File: src/rtl/div_issue_ctrl.sv
// Issue/writeback controller in front of the iterative divider: accepts one divide,
// holds operands, pulses start, waits for ready (with timeout) and hands off to writeback.
module div_issue_ctrl #(
  parameter int unsigned TIMEOUT = 40,
  parameter int unsigned CNT_W   = 6
) (
  input  logic        clock,
  input  logic        reset_n,
  input  logic        flush,
  input  logic        req_valid,
  output logic        req_ready,
  input  logic [31:0] req_opA,
  input  logic [31:0] req_opB,
  input  logic [4:0]  req_rd,
  output logic [31:0] div_opA,
  output logic [31:0] div_opB,
  output logic        div_start,
  input  logic [31:0] div_result,
  input  logic        div_exception,
  input  logic        div_rdy,
  output logic        wb_valid,
  input  logic        wb_ready,
  output logic [31:0] wb_data,
  output logic [4:0]  wb_rd,
  output logic        wb_exception,
  output logic        wb_timeout,
  output logic        busy
);

  localparam logic [1:0] IDLE  = 2'd0;
  localparam logic [1:0] START = 2'd1;
  localparam logic [1:0] WAIT  = 2'd2;
  localparam logic [1:0] DONE  = 2'd3;

  localparam logic [CNT_W-1:0] CNT_LAST = CNT_W'(TIMEOUT - 1);

  logic [1:0]       state, state_nxt;
  logic [CNT_W-1:0] cnt, cnt_nxt;
  logic [31:0]      opa_nxt, opb_nxt, data_nxt;
  logic [4:0]       rd_nxt;
  logic             exc_nxt, to_nxt;

  // Next-state and datapath capture; flush keeps every latched value
  always_comb begin
    state_nxt = state;
    cnt_nxt   = cnt;
    opa_nxt   = div_opA;
    opb_nxt   = div_opB;
    rd_nxt    = wb_rd;
    data_nxt  = wb_data;
    exc_nxt   = wb_exception;
    to_nxt    = wb_timeout;
    if (flush) begin
      state_nxt = IDLE;
    end else begin
      case (state)
        IDLE: begin
          if (req_valid) begin
            opa_nxt = req_opA;
            opb_nxt = req_opB;
            rd_nxt  = req_rd;
            if (req_opB == 32'd0) begin
              state_nxt = DONE;
              data_nxt  = 32'd0;
              exc_nxt   = 1'b1;
              to_nxt    = 1'b0;
            end else begin
              state_nxt = START;
            end
          end
        end
        START: begin
          cnt_nxt   = '0;
          state_nxt = WAIT;
        end
        WAIT: begin
          cnt_nxt = cnt + CNT_W'(1);
          // A ready seen on the first WAIT cycle may be left over from the previous run
          if ((cnt != '0) && div_rdy) begin
            state_nxt = DONE;
            data_nxt  = div_result;
            exc_nxt   = div_exception;
            to_nxt    = 1'b0;
          end else if (cnt == CNT_LAST) begin
            state_nxt = DONE;
            data_nxt  = 32'd0;
            exc_nxt   = 1'b1;
            to_nxt    = 1'b1;
          end
        end
        DONE: begin
          if (wb_ready) state_nxt = IDLE;
        end
        default: state_nxt = IDLE;
      endcase
    end
  end

  // State, datapath and state-decoded handshake outputs, all registered
  always_ff @(posedge clock or negedge reset_n) begin
    if (!reset_n) begin
      state        <= IDLE;
      cnt          <= '0;
      div_opA      <= 32'd0;
      div_opB      <= 32'd0;
      wb_rd        <= 5'd0;
      wb_data      <= 32'd0;
      wb_exception <= 1'b0;
      wb_timeout   <= 1'b0;
      req_ready    <= 1'b1;
      busy         <= 1'b0;
      div_start    <= 1'b0;
      wb_valid     <= 1'b0;
    end else begin
      state        <= state_nxt;
      cnt          <= cnt_nxt;
      div_opA      <= opa_nxt;
      div_opB      <= opb_nxt;
      wb_rd        <= rd_nxt;
      wb_data      <= data_nxt;
      wb_exception <= exc_nxt;
      wb_timeout   <= to_nxt;
      req_ready    <= (state_nxt == IDLE);
      busy         <= (state_nxt != IDLE);
      div_start    <= (state_nxt == START);
      wb_valid     <= (state_nxt == DONE);
    end
  end

endmodule

File: config.mk
export PLATFORM = sky130hd
export DESIGN_NAME = div_issue_ctrl
export DESIGN_NICKNAME = d
export VERILOG_FILES = /design/src/rtl/div_issue_ctrl.sv
export SDC_FILE = /design/constraint.sdc
export NUM_CORES = 1
export LEC_CHECK = 0
export BUFFER_PORTS_ARGS = -buffer_cell sky130_fd_sc_hd__buf_2
export CORE_MARGIN = 2
export CORE_UTILIZATION = 48
export CTS_CLUSTER_DIAMETER = 150
export DETAILED_ROUTE_END_ITERATION = 10
export GPL_TIMING_DRIVEN = 0
export PLACE_DENSITY = 0.82
export SYNTH_ARGS = -nofsm -noshare
export SYNTH_HDL_FRONTEND = slang
export SYNTH_SLANG_ARGS = --single-unit
File: constraint.sdc
create_clock -name clock -period 5.02 [get_ports clock]
set_input_delay 0.502 -clock clock [delete_from_list [all_inputs] [get_ports clock]]
set_output_delay 0.502 -clock clock [all_outputs]
set_load 0.02 [all_outputs]
Word-level counts from Yosys, hierarchy flattened
Index checks and enable logic that the tools add are counted.
- add/subtract/negate cells: 1
- equality and inequality tests: 9
- muxes and demuxes: 22
- bitwise gates (word level): 1
- reduce and logical (&&, ||, !) cells: 11
- operator list (cell ; count):
    32-bit 2-to-1 mux ; 4
    32-bit one-hot mux with 2 select lines ; 1
    32-bit zero test ; 1
    2-bit 2-to-1 mux ; 6
    6-bit one-hot mux with 2 select lines ; 1
    2-bit one-hot mux with 4 select lines ; 1
    1-bit 2-to-1 mux ; 7
    6-bit by 1-bit adder with 6-bit output (second input constant) ; 1
    2-bit equality test (second input constant) ; 3
    6-bit equality test (second input constant) ; 1
    2-bit nonzero test ; 3
    6-bit nonzero test ; 1
    5-bit AND reduction ; 1
    2-bit by 1-bit equality test with 1-bit output (second input constant) ; 2
    2-bit zero test ; 2
    2-bit != test (second input constant) ; 2
    1-bit one-hot mux with 2 select lines ; 2
    3-bit != test (second input constant) ; 1
    3-bit AND reduction ; 1
    2-bit AND reduction ; 1
    1-bit logical AND ; 1
    1-bit inverter ; 1
- flip-flop bits (word level): 115
- word-level logic and storage cells: 56

Logic depth before layout (Yosys ltp)
Gate-level depths: netlist of run 1.
- depth after elaboration: 6
- gate-level depth with buffers: 8
- gate-level depth less buffers: 7

Least setup slack after synthesis of run 1
OpenSTA, ideal clock, no wires.
- path kind: input to register
- start point: in flush
- end point: reg div_opB[0]
- library setup time: 0.128 ns
- arrival: 1.909 ns
- data required time: 4.892 ns
- path slack: 2.983 ns
- stages: 5
- path buffers: 3
- cells stage by stage: clkbuf_1 > nand3b_1 > buf_1 > buf_2 > mux2_1
- word-level cells in the longest chain between the ends: 2
- ends and longest elaborated chain (element ; line ; source):
    start, declared ; 9 ; input logic flush,
    1-bit inverter (no line) ; -- ;
    3-bit AND reduction (no line) ; -- ;
    end signal, assigned ; 118 ; div_opB <= opb_nxt;
    end, declared ; 16 ; output logic [31:0] div_opB,
No other way between the ends.
A chain may end at the register's enable or synchronous reset.

Final worst setup path of run 1
- start point: reg state[0]
- end point: reg div_opB[6]
- word-level cells in the longest chain between the ends: 2
- ends and longest elaborated chain (element ; line ; source):
    start, declared ; 37 ; logic [1:0] state, state_nxt;
    start signal, assigned ; 115 ; state <= state_nxt;
    2-bit zero test ; 56 ; case (state)
    3-bit AND reduction (no line) ; -- ;
No other way between the ends.

==> results.json, run 1 <==
{
  "routed_wl_mm": 11.12,
  "postCtsSetupBuffers": 0,
  "clock_latency_ns": 0.51,
  "relSlewSlack_pct": 39.31,
  "pin_count": 215,
  "gp_congestion": 0.8197,
  "yosysWarningCount": 0,
  "netSwitchingFraction_pct": 35.53,
  "first_iter_violations": 79,
  "die_h_um": 101.2,
  "worst_slew_pin_slew_ns": 0.9104,
  "clock_path_buffers": 2,
  "slowest_delay_ns": 0.51,
  "crit_required_ns": 5.40,
  "crit_family": "buffers and inverters",
  "synth_edf_count": 0,
  "seq_area_frac_synth_pct": 63.55,
  "die_w_um": 101.2,
  "dr_total_vias": 3468,
  "routed_via_density": 5.192,
  "grt_pass1_vias": 3554,
  "start_kind": "register",
  "rows": 35,
  "vdd_drop_max_mv": 0.3743,
  "synth.mux.area_fraction_pct": 17.37,
  "skew_ns": 0.01048,
  "hpwl_mm": 8.300,
  "setup-tns-final_ns": 0,
  "clkPwrFrac_pct": 30.1,
  "htreeDepth": 4,
  "p_int_uw": 2603,
  "setup_viol": 0,
  "path_cells": "inv_1 > ha_1 > nand3b_1 > buf_1 > buf_2 > mux2_1",
  "yosysUniqueCellTypes": 37,
  "avgSynthCellArea_um2": 14.57,
  "mostFrequentLayoutCells": "217 x buf_2, 114 x dfrtp_1, 59 x mux2_2, 32 x a22o_1, 16 x clkbuf_16",
  "synth_compound_area_share_pct": 9.832,
  "yosysTopAreaCell": "dfrtp_1",
  "yosys-top-cells-area": "dfrtp_1 63%, mux2_2 15%, a22o_1 6.2%",
  "p_leak_uw": 0.003265,
  "routedWlPerCell_um": 16.64,
  "combinationalPowerShare_pct": 34.7,
  "fin_crit_ns": 2.418,
  "drc_errors": 0,
  "cts_num_sinks": 115,
  "firstDrtPassIters": 5,
  "synthAdderAreaFrac_pct": 1.933,
  "maxCapViolCount": 0,
  "antenna_found_initial": 0,
  "nets": 659,
  "seqPwrFrac_pct": 35.2,
  "cts_buffers": 17,
  "rsz0062_at_grt": "no",
  "synth_top_family_by_area": "multiplexers",
  "min_period_over_period_pct": 48.16,
  "grt_pass1_wl_mm": 17.50,
  "start_util_pct": 49.27,
  "power.density_nw_per_um2": 634.7,
  "crit_path_end_kind": "register",
  "synth_top_area_share_pct": 62.97,
  "ys.flop_type": "dfrtp_1",
  "syn2layout_area_growth_pct": 40.43,
  "synth_nets": 426,
  "antenna_cells": 0,
  "grt_usage_pct": 22.30,
  "clock.fmax_ghz": 0.4136,
  "power_uw": 4038,
  "slowest_stage": "buf_1",
  "hold_buffers": 0,
  "layout-drive-gt1-share_pct": 56.37,
  "path_buf_inv": 3,
  "netSwitchingPower_uw": 1435,
  "synthArstFlopShare_pct": 100.0,
  "grt_max_degree": 74,
  "layout_commonest_cell": "buf_2",
  "utilization_pct": 69.18,
  "cts_tree": "done",
  "coreArea_um2": 9196,
  "cts_resized": 0,
  "status": "complete, no violations",
  "crit_fanout": 10,
  "crit_type": "reg2reg",
  "fp.dieArea_um2": 10230,
  "clkSlewWorstSetupHoldPaths_ns": 0.06,
  "port_buffers": 213,
  "synthXorXnorAreaFrac_pct": 0,
  "arrival_ns": 2.80,
  "synthCells": 311,
  "synth-seq-cells": 115,
  "root_buffer": "clkbuf_8",
  "synth.cell_area_um2": 4531,
  "yosys.area_share.simple_pct": 5.275,
  "hold_viol": 0,
  "drv_slew": 0,
  "grt-ovfl-total": 0,
  "ant_nets": 0,
  "hold_class": "in2async"
}
[layout make-up]
class,instances,area [µm²]
Sequential cell,115,2879
Tap cell,111,138.9
Inverter,9,33.78
Buffer,14,58.81
Clock buffer,18,427.9
Timing Repair Buffer,214,1089
Multi-Input combinational cell,173,1559
Clock inverter,14,176.4
Fill cell,685,2834
[path summary, 6_finish.rpt]
| check | slack, ns | depth (start not counted) | startpoint | to |
|---|---|---|---|---|
| worst max-delay path | 2.60 | 6 | state[0] | div_opB[6] |
| worst min-delay path | 0.13 | 1 | reset_n | wb_data[25] |
| worst max register to register | 2.60 | 6 | state[0] | div_opB[6] |
| worst min register to register | 0.49 | 1 | div_opB[5] | div_opB[5] |
| max in group asynchronous | 4.17 | 2 | reset_n | div_opB[4] |
| min in group clock | 0.21 | 2 | div_result[31] | wb_data[31] |
[per-layer routing]
metal | GRT usage, % | up-vias | wire length [µm]
li1 | - | 1612 | -
met5 | 0 | - | 0
met1 | 27.90 | 1711 | 4457
met4 | 5.717 | 0 | 78
met3 | 8.351 | 6 | 737
met2 | 36.88 | 139 | 5842
[metrics by stage]
step	setup slack, ns	std cells	hold slack [ns]	instance area (µm²)
after floorplan	2.983	311	0.2064	4531
after global placement	2.207	635	0.4718	5736
after detailed placement	2.290	636	0.4761	5758
after CTS	2.531	668	0.1519	6362
after global routing	2.371	668	0.1797	6362
final	2.602	668	0.1258	6362
[synth_stat cells, types with 4 or more instances]
cell type and n:
a22o_1 32, buf_1 5, buf_2 5, clkbuf_1 4, dfrtp_1 114, ha_1 7, inv_1 9, mux2_1 10
mux2_2 59, nand2_1 8, nand2b_1 4, nand3_1 4, nor2_1 5, nor4_1 6, o21ai_0 9
[power groups by stage]
| stage | sequential, µW | combinational [µW] | clock, µW |
|---|---|---|---|
| 6_report | 1420 | 1400 | 1220 |
| 2_1_floorplan | 1820 | 493 | 0 |
| 3_3_place_gp | 1410 | 1370 | 0 |
| 5_1_grt | 1460 | 1510 | 1290 |
| 4_1_cts | 1420 | 1420 | 1230 |
| 3_5_place_dp | 1430 | 1410 | 0 |
[state kept, by name, indices dropped and copies added, names as in the netlist]
signal        count
div_opA          32
req_ready         1
wb_exception      1
div_start         1
div_opB          32
wb_timeout        1
wb_data          32
state             2
wb_valid          1
wb_rd             5
busy              1
cnt               6
[kinds of logic after synthesis]
kind of cell,after synthesis
buf+inv,23
mux,70
flops,115
fa+ha+maj,7
simple gates,41
compound gates,55
No activity file was read; power rests on OpenSTA's default activity.
==> inputs of run 2 (changes only) <==
--- a/config.mk
+++ b/config.mk
@@ -7,11 +7,11 @@
 export LEC_CHECK = 0
 export BUFFER_PORTS_ARGS = -buffer_cell sky130_fd_sc_hd__buf_2
 export CORE_MARGIN = 2
-export CORE_UTILIZATION = 48
+export CORE_UTILIZATION = 46
 export CTS_CLUSTER_DIAMETER = 150
 export DETAILED_ROUTE_END_ITERATION = 10
 export GPL_TIMING_DRIVEN = 0
-export PLACE_DENSITY = 0.82
+export PLACE_DENSITY = 0.79
 export SYNTH_ARGS = -nofsm -noshare
 export SYNTH_HDL_FRONTEND = slang
 export SYNTH_SLANG_ARGS = --single-unit
==> constraint.sdc (replaced) <==
create_clock -name clock -period 2.5 [get_ports clock]
set_input_delay 0.25 -clock clock [delete_from_list [all_inputs] [get_ports clock]]
set_output_delay 0.25 -clock clock [all_outputs]
set_load 0.02 [all_outputs]
==> run 2 against run 1 <==
Effect of this change:
- final area rose by 17%
- clock power rose by 100%
- sequential share of layout area fell by 6.6 points
- hold slack improved by 0.052 ns
- sequential cell count stayed put
- largest cell class unchanged
- highest routed layer unchanged
- critical path depth up 2
==> results.json, run 2 (synthesis results as in run 1) <==
{
  "status": "complete, no violations",
  "drv_slew": 0,
  "root_buffer": "clkbuf_8",
  "cts_num_sinks": 115,
  "cts_buffers": 17,
  "instances_no_fill": 797,
  "rows": 36,
  "die_w_um": 103.2,
  "grt_pass1_vias": 4544,
  "crit_fanout": 10,
  "p_int_uw": 5338,
  "setup-tns-final_ns": 0,
  "nets": 765,
  "crit_type": "in2reg",
  "utilization_pct": 76.89,
  "clkPwrFrac_pct": 28.9,
  "top_regs": "div_opA: 32 flops, div_opB: 32 flops, wb_data: 32 flops",
  "layout_commonest_cell": "buf_2",
  "worst_slew_pin_slew_ns": 0.6651,
  "vdd_drop_max_mv": 0.9411,
  "power.density_nw_per_um2": 1134,
  "routed_wl_mm": 15.06,
  "combinationalPowerShare_pct": 36.3,
  "relSlewSlack_pct": 55.08,
  "post-place-ws_ns": 0.1175,
  "p_leak_uw": 0.003710,
  "arrival_ns": 2.71,
  "cts_tree": "done",
  "min_period_over_period_pct": 92.72,
  "grt_pass1_wl_mm": 22.80,
  "hold_viol": 0,
  "path_cells": "dlygate4sd3_1 > buf_2 > nor4b_1 > nand4_1 > o31ai_2 > nand3b_1 > clkbuf_2 > a22o_1",
  "pin_count": 215,
  "grt_max_degree": 70,
  "antenna_found_initial": 1,
  "slowest_stage": "dlygate4sd3_1",
  "routedWlPerCell_um": 18.89,
  "netSwitchingPower_uw": 3107,
  "fp.dieArea_um2": 10660,
  "clock.fmax_ghz": 0.4314,
  "fin_crit_ns": 2.318,
  "maxCapViolCount": 0,
  "crit_required_ns": 2.89,
  "hold_class": "in2reg",
  "worst_slack_ns": 0.1820,
  "start_kind": "primary input",
  "slowest_delay_ns": 0.55,
  "drc_errors": 0,
  "die_h_um": 103.2,
  "grt-ovfl-total": 0,
  "mostFrequentLayoutCells": "217 x buf_2, 114 x dfrtp_1, 103 x dlygate4sd3_1, 59 x mux2_2, 32 x a22o_1",
  "crit_path_end_kind": "register",
  "layout-drive-gt1-share_pct": 47.96,
  "clock_latency_ns": 0.51,
  "first_iter_violations": 112,
  "routed_via_density": 5.196,
  "dr_total_vias": 4141,
  "skew_ns": 0.01003,
  "htreeDepth": 4,
  "coreArea_um2": 9684,
  "dp.cells": 658,
  "hpwl_mm": 8.664,
  "port_buffers": 213,
  "firstDrtPassIters": 5,
  "rsz0062_at_grt": "no",
  "netSwitchingFraction_pct": 36.79,
  "seqPwrFrac_pct": 34.8,
  "clkSlewWorstSetupHoldPaths_ns": 0.06,
  "grt_usage_pct": 28.81,
  "clock_path_buffers": 2,
  "setup_viol": 0,
  "ant_nets": 0,
  "gp_congestion": 0.7760,
  "syn2layout_area_growth_pct": 64.35,
  "start_util_pct": 46.78
}
-- run 2: changes by cell type in the layout (fill, tap and decap cells not counted), sizes merged --
cell	change
dlygate4sd3	+103
inv	-4
clkbuf	+3
buf	+2
clkinv	+1
clkinvlp	+1
diode	+1
-- run 2: power by group through the flow --
stage | clock network [µW] | logic [µW] | registers (µW)
after floorplan | 0 | 991 | 3660
after global placement | 0 | 2790 | 2830
after detailed placement | 0 | 2860 | 2880
after CTS | 2450 | 3000 | 2870
after global routing | 2550 | 3260 | 3010
final | 2440 | 3060 | 2940
-- run 2: per-layer routing --
metal	track usage, %	vias to the layer above	part of all wire, %
met5	0	-	0
met4	13.66	0	2.8
met3	9.879	41	6.8
met2	51.20	188	54
met1	30.72	2087	37
li1	-	1825	-
-- run 2: path summary, 6_finish.rpt --
path | startpoint | end | slack [ns] | cells after the start
hold reg to reg | div_opB[0] | div_opB[0] | 0.49 | 1
hold / removal | div_rdy | wb_timeout | 0.18 | 3
min in group asynchronous | reset_n | wb_data[26] | 0.29 | 2
max in group asynchronous | reset_n | div_opB[17] | 1.46 | 3
setup reg to reg | state[0] | div_opB[4] | 0.29 | 6
setup / recovery | req_opB[22] | wb_data[11] | 0.18 | 8
-- run 2: stage by stage --
stage          total power [µW]  hold WS [ns]  instance area [µm²]
2_1_floorplan              4653      -0.04559                 4531
3_3_place_gp               5620        0.4686                 5763
3_5_place_dp               5746        0.3027                 5793
4_1_cts                    8320      0.001263                 7407
5_1_grt                    8826        0.2057                 7446
6_report                   8445        0.1779                 7446
-- run 2: repair_timing --
| action | 4_1_cts | 5_1_grt |
|---|---|---|
| endpoints found under the hold margin | 147 | 1 |
| gates resized for setup | 0 | 5 |
| setup endpoints to repair | 0 | 39 |
| setup buffers | 0 | 3 |
| hold buffers | 102 | 1 |
-- run 2: final cells by class --
class                           instances  area (µm²)
Timing Repair Buffer                  320        2150
Sequential cell                       115        2879
Clock buffer                           20       435.4
Clock inverter                         12       157.7
Antenna cell                            1       2.502
Multi-Input combinational cell        173        1559
Tap cell                              133       166.4
Buffer                                 14       62.56
Inverter                                9       33.78
Fill cell                             564        2238
-- run 2: critical path, delay by kind of cell --
| kind | cells | cell delay [ns] |
|---|---|---|
| buffers and inverters | 3 | 0.97 |
| AND/OR/NAND/NOR | 3 | 0.83 |
| AO/OA/AOI/OAI | 2 | 0.66 |
